--- src/rtl/ant_render_fetch_if.sv ---
// Memory-side bus of the render fetch stage: cell RAM read port and ant table read port.
interface ant_render_fetch_if #(
    parameter int SIGNAL_bits = 10,
    parameter int ADDR_bits   = 15,
    parameter int ANT_bits    = 6
);
    logic [ADDR_bits-1:0]   cell_addr;
    logic [SIGNAL_bits-1:0] cell_signal;
    logic                   cell_sugar;
    logic [ANT_bits-1:0]    ant_addr;
    logic [7:0]             ant_x;
    logic [6:0]             ant_y;
    logic                   ant_alive;

    // Fetch stage issues addresses and consumes read data.
    modport master (
        output cell_addr, ant_addr,
        input  cell_signal, cell_sugar, ant_x, ant_y, ant_alive
    );

    // Memory side answers addresses with one cycle of latency.
    modport slave (
        input  cell_addr, ant_addr,
        output cell_signal, cell_sugar, ant_x, ant_y, ant_alive
    );
endinterface

--- src/rtl/ant_render_fetch.sv ---
// Pixel-side fetch stage: turns the raster position into ant/sugar/nest/signal
// render flags, and rebuilds a next-line ant occupancy bitmap during each
// horizontal blank so per-pixel ant lookup is a single bit select.
module ant_render_fetch #(
    parameter int SIGNAL_bits = 10,
    parameter int GRID_W      = 160,
    parameter int GRID_H      = 120,
    parameter int CELL_SHIFT  = 2,
    parameter int V_ACTIVE    = 480,
    parameter int N_ANTS      = 64,
    parameter int ANT_bits    = 6,
    parameter int ADDR_bits   = 15,
    parameter int NEST_X0     = 76,
    parameter int NEST_X1     = 83,
    parameter int NEST_Y0     = 56,
    parameter int NEST_Y1     = 63
) (
    input  logic                   Clk,
    input  logic                   Reset,
    input  logic [9:0]             DrawX,
    input  logic [9:0]             DrawY,
    input  logic                   pix_valid,
    input  logic                   hs_start,
    ant_render_fetch_if.master     mem,
    output logic                   renderAnt,
    output logic                   renderSugar,
    output logic                   renderNest,
    output logic [SIGNAL_bits-1:0] renderSignal,
    output logic                   render_valid,
    output logic                   scan_overrun
);
    localparam int CW = 10 - CELL_SHIFT;

    localparam logic [1:0] ST_IDLE   = 2'd0;
    localparam logic [1:0] ST_SCAN   = 2'd1;
    localparam logic [1:0] ST_DRAIN  = 2'd2;
    localparam logic [1:0] ST_COMMIT = 2'd3;

    logic [CW-1:0]          cx, cy;
    logic                   nest_hit;
    logic [CW-1:0]          cx1_q, cx1_d;
    logic                   v1_q, v1_d;
    logic                   nest1_q, nest1_d;
    logic                   ant2_q, ant2_d;
    logic                   sugar2_q, sugar2_d;
    logic                   nest2_q, nest2_d;
    logic [SIGNAL_bits-1:0] signal2_q, signal2_d;
    logic                   v2_q, v2_d;

    logic [1:0]             state_q, state_d;
    logic [ANT_bits-1:0]    ant_addr_q, ant_addr_d;
    logic [6:0]             trow_q, trow_d;
    logic [GRID_W-1:0]      build_map_q, build_map_d;
    logic [GRID_W-1:0]      disp_map_q, disp_map_d;
    logic                   overrun_q, overrun_d;
    logic [10:0]            next_line;
    logic [9:0]             target_line;
    logic                   ant_hit;

    // Cell coordinates, RAM address and nest test for the current pixel.
    always_comb begin
        cx = CW'(DrawX >> CELL_SHIFT);
        cy = CW'(DrawY >> CELL_SHIFT);
        mem.cell_addr = ADDR_bits'(cy) * ADDR_bits'(GRID_W) + ADDR_bits'(cx);
        nest_hit = (cx >= CW'(NEST_X0)) && (cx <= CW'(NEST_X1)) &&
                   (cy >= CW'(NEST_Y0)) && (cy <= CW'(NEST_Y1));
    end

    // Two-stage pixel pipeline; stage 2 meets the RAM data returned for stage 1.
    always_comb begin
        cx1_d   = cx;
        v1_d    = pix_valid;
        nest1_d = nest_hit;
        v2_d    = v1_q;
        if (v1_q) begin
            signal2_d = mem.cell_signal;
            sugar2_d  = mem.cell_sugar;
            nest2_d   = nest1_q;
            ant2_d    = (cx1_q < CW'(GRID_W)) ? disp_map_q[cx1_q] : 1'b0;
        end else begin
            signal2_d = '0;
            sugar2_d  = 1'b0;
            nest2_d   = 1'b0;
            ant2_d    = 1'b0;
        end
    end

    // Pixel pipeline registers.
    always_ff @(posedge Clk or posedge Reset) begin
        if (Reset) begin
            cx1_q     <= '0;
            v1_q      <= 1'b0;
            nest1_q   <= 1'b0;
            ant2_q    <= 1'b0;
            sugar2_q  <= 1'b0;
            nest2_q   <= 1'b0;
            signal2_q <= '0;
            v2_q      <= 1'b0;
        end else begin
            cx1_q     <= cx1_d;
            v1_q      <= v1_d;
            nest1_q   <= nest1_d;
            ant2_q    <= ant2_d;
            sugar2_q  <= sugar2_d;
            nest2_q   <= nest2_d;
            signal2_q <= signal2_d;
            v2_q      <= v2_d;
        end
    end

    // Ant scan FSM: reads the table during horizontal blank and commits the
    // finished row bitmap in one step so the active line never sees a partial map.
    always_comb begin
        state_d     = state_q;
        ant_addr_d  = ant_addr_q;
        trow_d      = trow_q;
        build_map_d = build_map_q;
        disp_map_d  = disp_map_q;
        overrun_d   = overrun_q;

        next_line   = {1'b0, DrawY} + 11'd1;
        target_line = (next_line >= 11'(V_ACTIVE)) ? 10'd0 : next_line[9:0];
        ant_hit     = mem.ant_alive && (mem.ant_y == trow_q) &&
                      (mem.ant_x < 8'(GRID_W)) && (mem.ant_y < 7'(GRID_H));

        if (hs_start) begin
            // A new blank always wins: an unfinished scan is abandoned, never committed.
            if (state_q != ST_IDLE) overrun_d = 1'b1;
            trow_d      = 7'(target_line >> CELL_SHIFT);
            build_map_d = '0;
            ant_addr_d  = '0;
            state_d     = ST_SCAN;
        end else begin
            case (state_q)
                ST_SCAN: begin
                    // Address 0 has no data behind it yet; from then on the bus
                    // carries the entry issued one cycle earlier.
                    if ((ant_addr_q != '0) && ant_hit) build_map_d[mem.ant_x] = 1'b1;
                    if (ant_addr_q == ANT_bits'(N_ANTS - 1)) state_d = ST_DRAIN;
                    else ant_addr_d = ant_addr_q + 1'b1;
                end
                ST_DRAIN: begin
                    if (ant_hit) build_map_d[mem.ant_x] = 1'b1;
                    state_d = ST_COMMIT;
                end
                ST_COMMIT: begin
                    disp_map_d = build_map_q;
                    state_d    = ST_IDLE;
                end
                default: ;
            endcase
        end
    end

    // Scan FSM registers.
    always_ff @(posedge Clk or posedge Reset) begin
        if (Reset) begin
            state_q     <= ST_IDLE;
            ant_addr_q  <= '0;
            trow_q      <= '0;
            build_map_q <= '0;
            disp_map_q  <= '0;
            overrun_q   <= 1'b0;
        end else begin
            state_q     <= state_d;
            ant_addr_q  <= ant_addr_d;
            trow_q      <= trow_d;
            build_map_q <= build_map_d;
            disp_map_q  <= disp_map_d;
            overrun_q   <= overrun_d;
        end
    end

    assign mem.ant_addr  = ant_addr_q;
    assign renderAnt     = ant2_q;
    assign renderSugar   = sugar2_q;
    assign renderNest    = nest2_q;
    assign renderSignal  = signal2_q;
    assign render_valid  = v2_q;
    assign scan_overrun  = overrun_q;
endmodule

--- src/flat_wrapper.sv ---
// flat-port wrapper written by rule: the top's interface ports become plain ports
module ant_render_fetch_flat 
#(
    parameter int SIGNAL_bits = 10,
    parameter int GRID_W      = 160,
    parameter int GRID_H      = 120,
    parameter int CELL_SHIFT  = 2,
    parameter int V_ACTIVE    = 480,
    parameter int N_ANTS      = 64,
    parameter int ANT_bits    = 6,
    parameter int ADDR_bits   = 15,
    parameter int NEST_X0     = 76,
    parameter int NEST_X1     = 83,
    parameter int NEST_Y0     = 56,
    parameter int NEST_Y1     = 63
)
  (Clk, Reset, DrawX, DrawY, pix_valid, hs_start, renderAnt, renderSugar, renderNest, renderSignal, render_valid, scan_overrun, mem_cell_addr, mem_ant_addr, mem_cell_signal, mem_cell_sugar, mem_ant_x, mem_ant_y, mem_ant_alive);
  ant_render_fetch_if #(.SIGNAL_bits(SIGNAL_bits), .ADDR_bits(ADDR_bits), .ANT_bits(ANT_bits)) mem_i ();
  input  logic Clk;
  input  logic Reset;
  input  logic [9:0] DrawX;
  input  logic [9:0] DrawY;
  input  logic pix_valid;
  input  logic hs_start;
  output logic renderAnt;
  output logic renderSugar;
  output logic renderNest;
  output logic [SIGNAL_bits-1:0] renderSignal;
  output logic render_valid;
  output logic scan_overrun;
  output wire logic [$bits(mem_i.cell_addr)-1:0] mem_cell_addr;
  output wire logic [$bits(mem_i.ant_addr)-1:0] mem_ant_addr;
  input wire logic [$bits(mem_i.cell_signal)-1:0] mem_cell_signal;
  input wire logic [$bits(mem_i.cell_sugar)-1:0] mem_cell_sugar;
  input wire logic [$bits(mem_i.ant_x)-1:0] mem_ant_x;
  input wire logic [$bits(mem_i.ant_y)-1:0] mem_ant_y;
  input wire logic [$bits(mem_i.ant_alive)-1:0] mem_ant_alive;
  assign mem_cell_addr = mem_i.cell_addr;
  assign mem_ant_addr = mem_i.ant_addr;
  assign mem_i.cell_signal = mem_cell_signal;
  assign mem_i.cell_sugar = mem_cell_sugar;
  assign mem_i.ant_x = mem_ant_x;
  assign mem_i.ant_y = mem_ant_y;
  assign mem_i.ant_alive = mem_ant_alive;
  ant_render_fetch #(.SIGNAL_bits(SIGNAL_bits), .GRID_W(GRID_W), .GRID_H(GRID_H), .CELL_SHIFT(CELL_SHIFT), .V_ACTIVE(V_ACTIVE), .N_ANTS(N_ANTS), .ANT_bits(ANT_bits), .ADDR_bits(ADDR_bits), .NEST_X0(NEST_X0), .NEST_X1(NEST_X1), .NEST_Y0(NEST_Y0), .NEST_Y1(NEST_Y1)) u_core (.Clk(Clk), .Reset(Reset), .DrawX(DrawX), .DrawY(DrawY), .pix_valid(pix_valid), .hs_start(hs_start), .mem(mem_i), .renderAnt(renderAnt), .renderSugar(renderSugar), .renderNest(renderNest), .renderSignal(renderSignal), .render_valid(render_valid), .scan_overrun(scan_overrun));
endmodule
--- config.mk ---
export PLATFORM = sky130hd
export DESIGN_NAME = ant_render_fetch_flat
export DESIGN_NICKNAME = d
export VERILOG_FILES = /design/src/rtl/ant_render_fetch_if.sv /design/src/rtl/ant_render_fetch.sv /design/src/flat_wrapper.sv
export SDC_FILE = /design/constraint.sdc
export NUM_CORES = 1
export LEC_CHECK = 0
export ABC_CLOCK_PERIOD_IN_PS = 35100
export CORE_MARGIN = 2
export CORE_UTILIZATION = 30
export DETAILED_ROUTE_END_ITERATION = 7
export PLACE_DENSITY = 0.54
export RECOVER_POWER = 25
export SLEW_MARGIN = 20
export SYNTH_ARGS = -nofsm -noshare
export SYNTH_HDL_FRONTEND = slang
export SYNTH_SLANG_ARGS = --single-unit
--- constraint.sdc ---
create_clock -name Clk -period 35.1 [get_ports Clk]
set_input_delay 7.02 -clock Clk [delete_from_list [all_inputs] [get_ports Clk]]
set_output_delay 7.02 -clock Clk [all_outputs]
set_load 0.02 [all_outputs]
==> reports/results.tsv <==
stage	metric	value	unit
clock_tree	clkLatencyLatePin	0.53	ns
synthesis	synth_area_leader_cell	dfrtp_1	
clock_tree	postCtsHoldBufs	0	
placement	dp_hpwl	22300	µm
drt	drc_errors	0	
drt	via_per_inst	4.83	
drt	drt_iter0_markers	640	
synthesis	ys_async_sr_fraction	100	%
synthesis	yosys-top-cells-area	dfrtp_1, mux2_2, a21oi_1, nor2_1, mux4_2	
synthesis	ys_warn_count	0	
floorplanning	start_util	30.4	%
setup_path	startpoint_type	input port	
clock_tree	post_cts_buffers	0	
drt	ant_nets	0	
floorplanning	fp.dieH	229	µm
floorplanning	ios	87	
floorplanning	die_w	229	µm
power	p_seq_share	47.2	%
global_route	grt_pass1_wl	59300	µm
sta	max_slew.worst_pin.slew	4.92	ns
global_route	grt_start_max_net_pins	141	
synthesis	synth_edf_count	0	
clock_tree	numCtsBuffers	38	
run_status	violations	capacitance limit, slew limit	
sta	fin_skew	0.0165	ns
sta	hold_viol_final	0	
final_layout	fillCellCount	4976	
power	internal-power	684	µW
setup_path	timing.critical_path.buf_inv	3	
synthesis	synth_area	15200	µm²
power	clock_power_share	45.7	%
flow_run	max-cap-violations	5	
synthesis	syn_nets	1297	
drt	dr.pass1.iters	5	
power	p_sw_share	23.0	%
sta	rsz0062_at_grt	no	
hold_path	hold_path_class	reg -> reg	
sta	fmax	0.0581	GHz
clock_tree	clock_path_buffers	3	
clock_tree	cts_resized	0	
floorplanning	core	50100	µm²
clock_tree	cts_sinks	360	
final_layout	final_area	18100	µm²
final_layout	synthToLayoutAreaGrowth	19.2	%
placement	place_congestion	0.787	
global_route	antenna_found_initial	0	
power	cellPowerDensity	49.0	nW/µm²
final_layout	drive_above_1_share	22.0	%
synthesis	avgSynthCellArea	12.4	µm²
setup_path	path_class	in -> out	
clock_tree	cts_tree	built	
sta	period_minus_slack	17.22	ns
placement	placed_area	16800	µm²
sta	slew_headroom	-228	%
setup_path	crit_arrival	10.20	ns
setup_path	cp_max_fo	8	
power	p_switching	204	µW
synthesis	synth_top_area_share	59.3	%
global_route	first_global_vias	9944	
run_status	status	finished, violations left	
drt	wirelength	37500	µm
power	p_leak	0.00845	µW
global_route	grt_usage	14.3	%
synthesis	synth.yosys.seq_area_share	59.3	%
synthesis	synthDistinctLibCells	47	
clock_tree	h-tree-depth	2	
final_layout	diodes	0	
sta	slew_violations	337	
clock_tree	cts_root_buf	clkbuf_16	
setup_path	endpoint_kind	primary output	
placement	port_buffers	84	
synthesis	postSynthCellCount	1227	
power	pwr-share-comb	7.0	%
drt	vias	9686	
setup_path	worst_path_max_delay_cell	clkdlybuf4s50_1	
setup_path	slowest_delay	0.65	ns
sta	setup_viol	0	
drt	wl_per_cell	18.7	µm
power	ir_drop	0.0362	mV
setup_path	cp_cell_sequence	clkdlybuf4s50_1 -> ha_1 -> ha_1 -> inv_1 -> fa_1 -> nor3b_1 -> nand3b_1 -> nor3_1 -> xnor2_1 -> clkdlybuf4s50_1	
setup_path	cp.required	28.08	ns
sta	fin_crit_sh	49.1	%
floorplanning	rows	82	
synthesis	synth_flop_cell	dfrtp_1	
clock_tree	clk_pin_slew	0.06	ns
floorplanning	dieArea	52500	µm²
synthesis	ys_ff_latch	360	
global_route	grt_overflow	0	
setup_path	crit_family	buffers and inverters	
final_layout	layout.nets	1375	
sta	timing.setup.tns	0	ns
==> final timing paths <==
kind	from	slack, ns	cells past startpoint	to
max in group asynchronous	Reset	21.73	3	u_core.cx1_q[0]
min reg2reg	u_core.nest1_q	0.47	1	u_core.renderNest
min	u_core.nest1_q	0.47	1	u_core.renderNest
max	DrawY[5]	17.88	10	mem_cell_addr[14]
min in group asynchronous	Reset	7.55	2	u_core.build_map_q[97]
max reg2reg	u_core.cx1_q[1]	30.80	8	u_core.renderAnt
==> sequential cells by signal, indices dropped and copies added, names as in the netlist, 2 cells and up <==
signal	flops
u_core.build_map_q	160
u_core.disp_map_q	160
u_core.renderSignal	10
u_core.cx1_q	8
u_core.trow_q	7
u_core.mem.ant_addr	6
u_core.state_q	2
==> cell families (layout without fill, tap and decap cells) <==
| group | count (synthesis) | after routing | share of synthesized area, % |
|---|---|---|---|
| multiplexers | 226 | 226 | 18.7 |
| XOR/XNOR | 30 | 30 | 1.73 |
| buffers and inverters | 93 | 199 | 2.49 |
| AND/OR/NAND/NOR | 286 | 286 | 8.56 |
| AO/OA/AOI/OAI | 213 | 213 | 7.61 |
| adder cells (fa/ha/maj) | 19 | 19 | 1.66 |
| flip-flops | 360 | 360 | 59.3 |
==> layer usage <==
layer,share of wire [%],GRT usage (%)
met1,48,20.8
met2,46,22.5
met3,4.1,2.49
met4,1.6,2.98
met5,0,0
==> power by group through the flow <==
stage / clock (µW) / combinational (µW) / sequential, µW
3_5_place_dp: 0 / 63.6 / 427
3_3_place_gp: 0 / 63.1 / 427
6_report: 406 / 62.4 / 420
5_1_grt: 436 / 68.6 / 420
2_1_floorplan: 0 / 35.5 / 428
4_1_cts: 418 / 63.9 / 420
==> placed cells by master, fill, tap and decap left out, types with 6 or more instances in the layout <==
cell             instances
ha_1                    17
clkinv_2                 6
a22oi_1                 13
or3_1                    6
clkbuf_8                11
clkbuf_16               41
nand2_1                 16
a21oi_1                172
dfrtp_1                357
clkbuf_1                11
clkdlybuf4s50_1         67
nor2_1                 189
nor2b_1                  8
mux2i_1                 36
dlygate4sd3_1           16
o22ai_1                  8
and2_0                   7
xor2_1                  13
buf_4                   23
xnor2_1                 17
mux4_2                  30
and2_1                   8
inv_1                   19
nand2b_1                 8
mux2_2                 160
==> through the flow <==
stage,setup slack [ns],total power [µW],util [%],std cells,hold WS [ns]
2_1_floorplan,18.09,463,-,1227,0.409
3_3_place_gp,17.88,490,33.6,1935,0.441
3_5_place_dp,17.86,491,33.6,1935,0.456
4_1_cts,17.85,902,36.1,2003,0.472
5_1_grt,17.64,924,36.2,2005,0.489
6_report,17.88,888,36.2,2005,0.471
==> cell usage after synthesis, types with 4 or more instances <==
library cell and instances:
nand3_1 5, nand2b_1 8, dfrtp_1 360, xor2_1 13
buf_4 5, clkbuf_1 58, nand3b_1 5, mux4_2 30
inv_1 20, nor3b_1 5, nor3_1 8, nor2_1 190
or3_1 6, nand2_1 16, buf_2 9, nor2b_1 8
mux2i_1 36, and2_1 14, a21oi_1 172, ha_1 17
o22ai_1 8, xnor2_1 17, a22oi_1 13, mux2_2 160
o21ai_0 4, nand4_1 4
==> final cells by class <==
type                    count  area (µm²)  area share [%]
flip-flops and latches    360        9010            49.7
multi-input cells         774        5860            32.4
clock buffers              59        1200            6.64
repair buffers            111        1050            5.77
well taps                 672         841            4.64
clock inverters             9        76.3           0.421
inverters                  20        76.3           0.421
(Power assumes the default switching activity.)
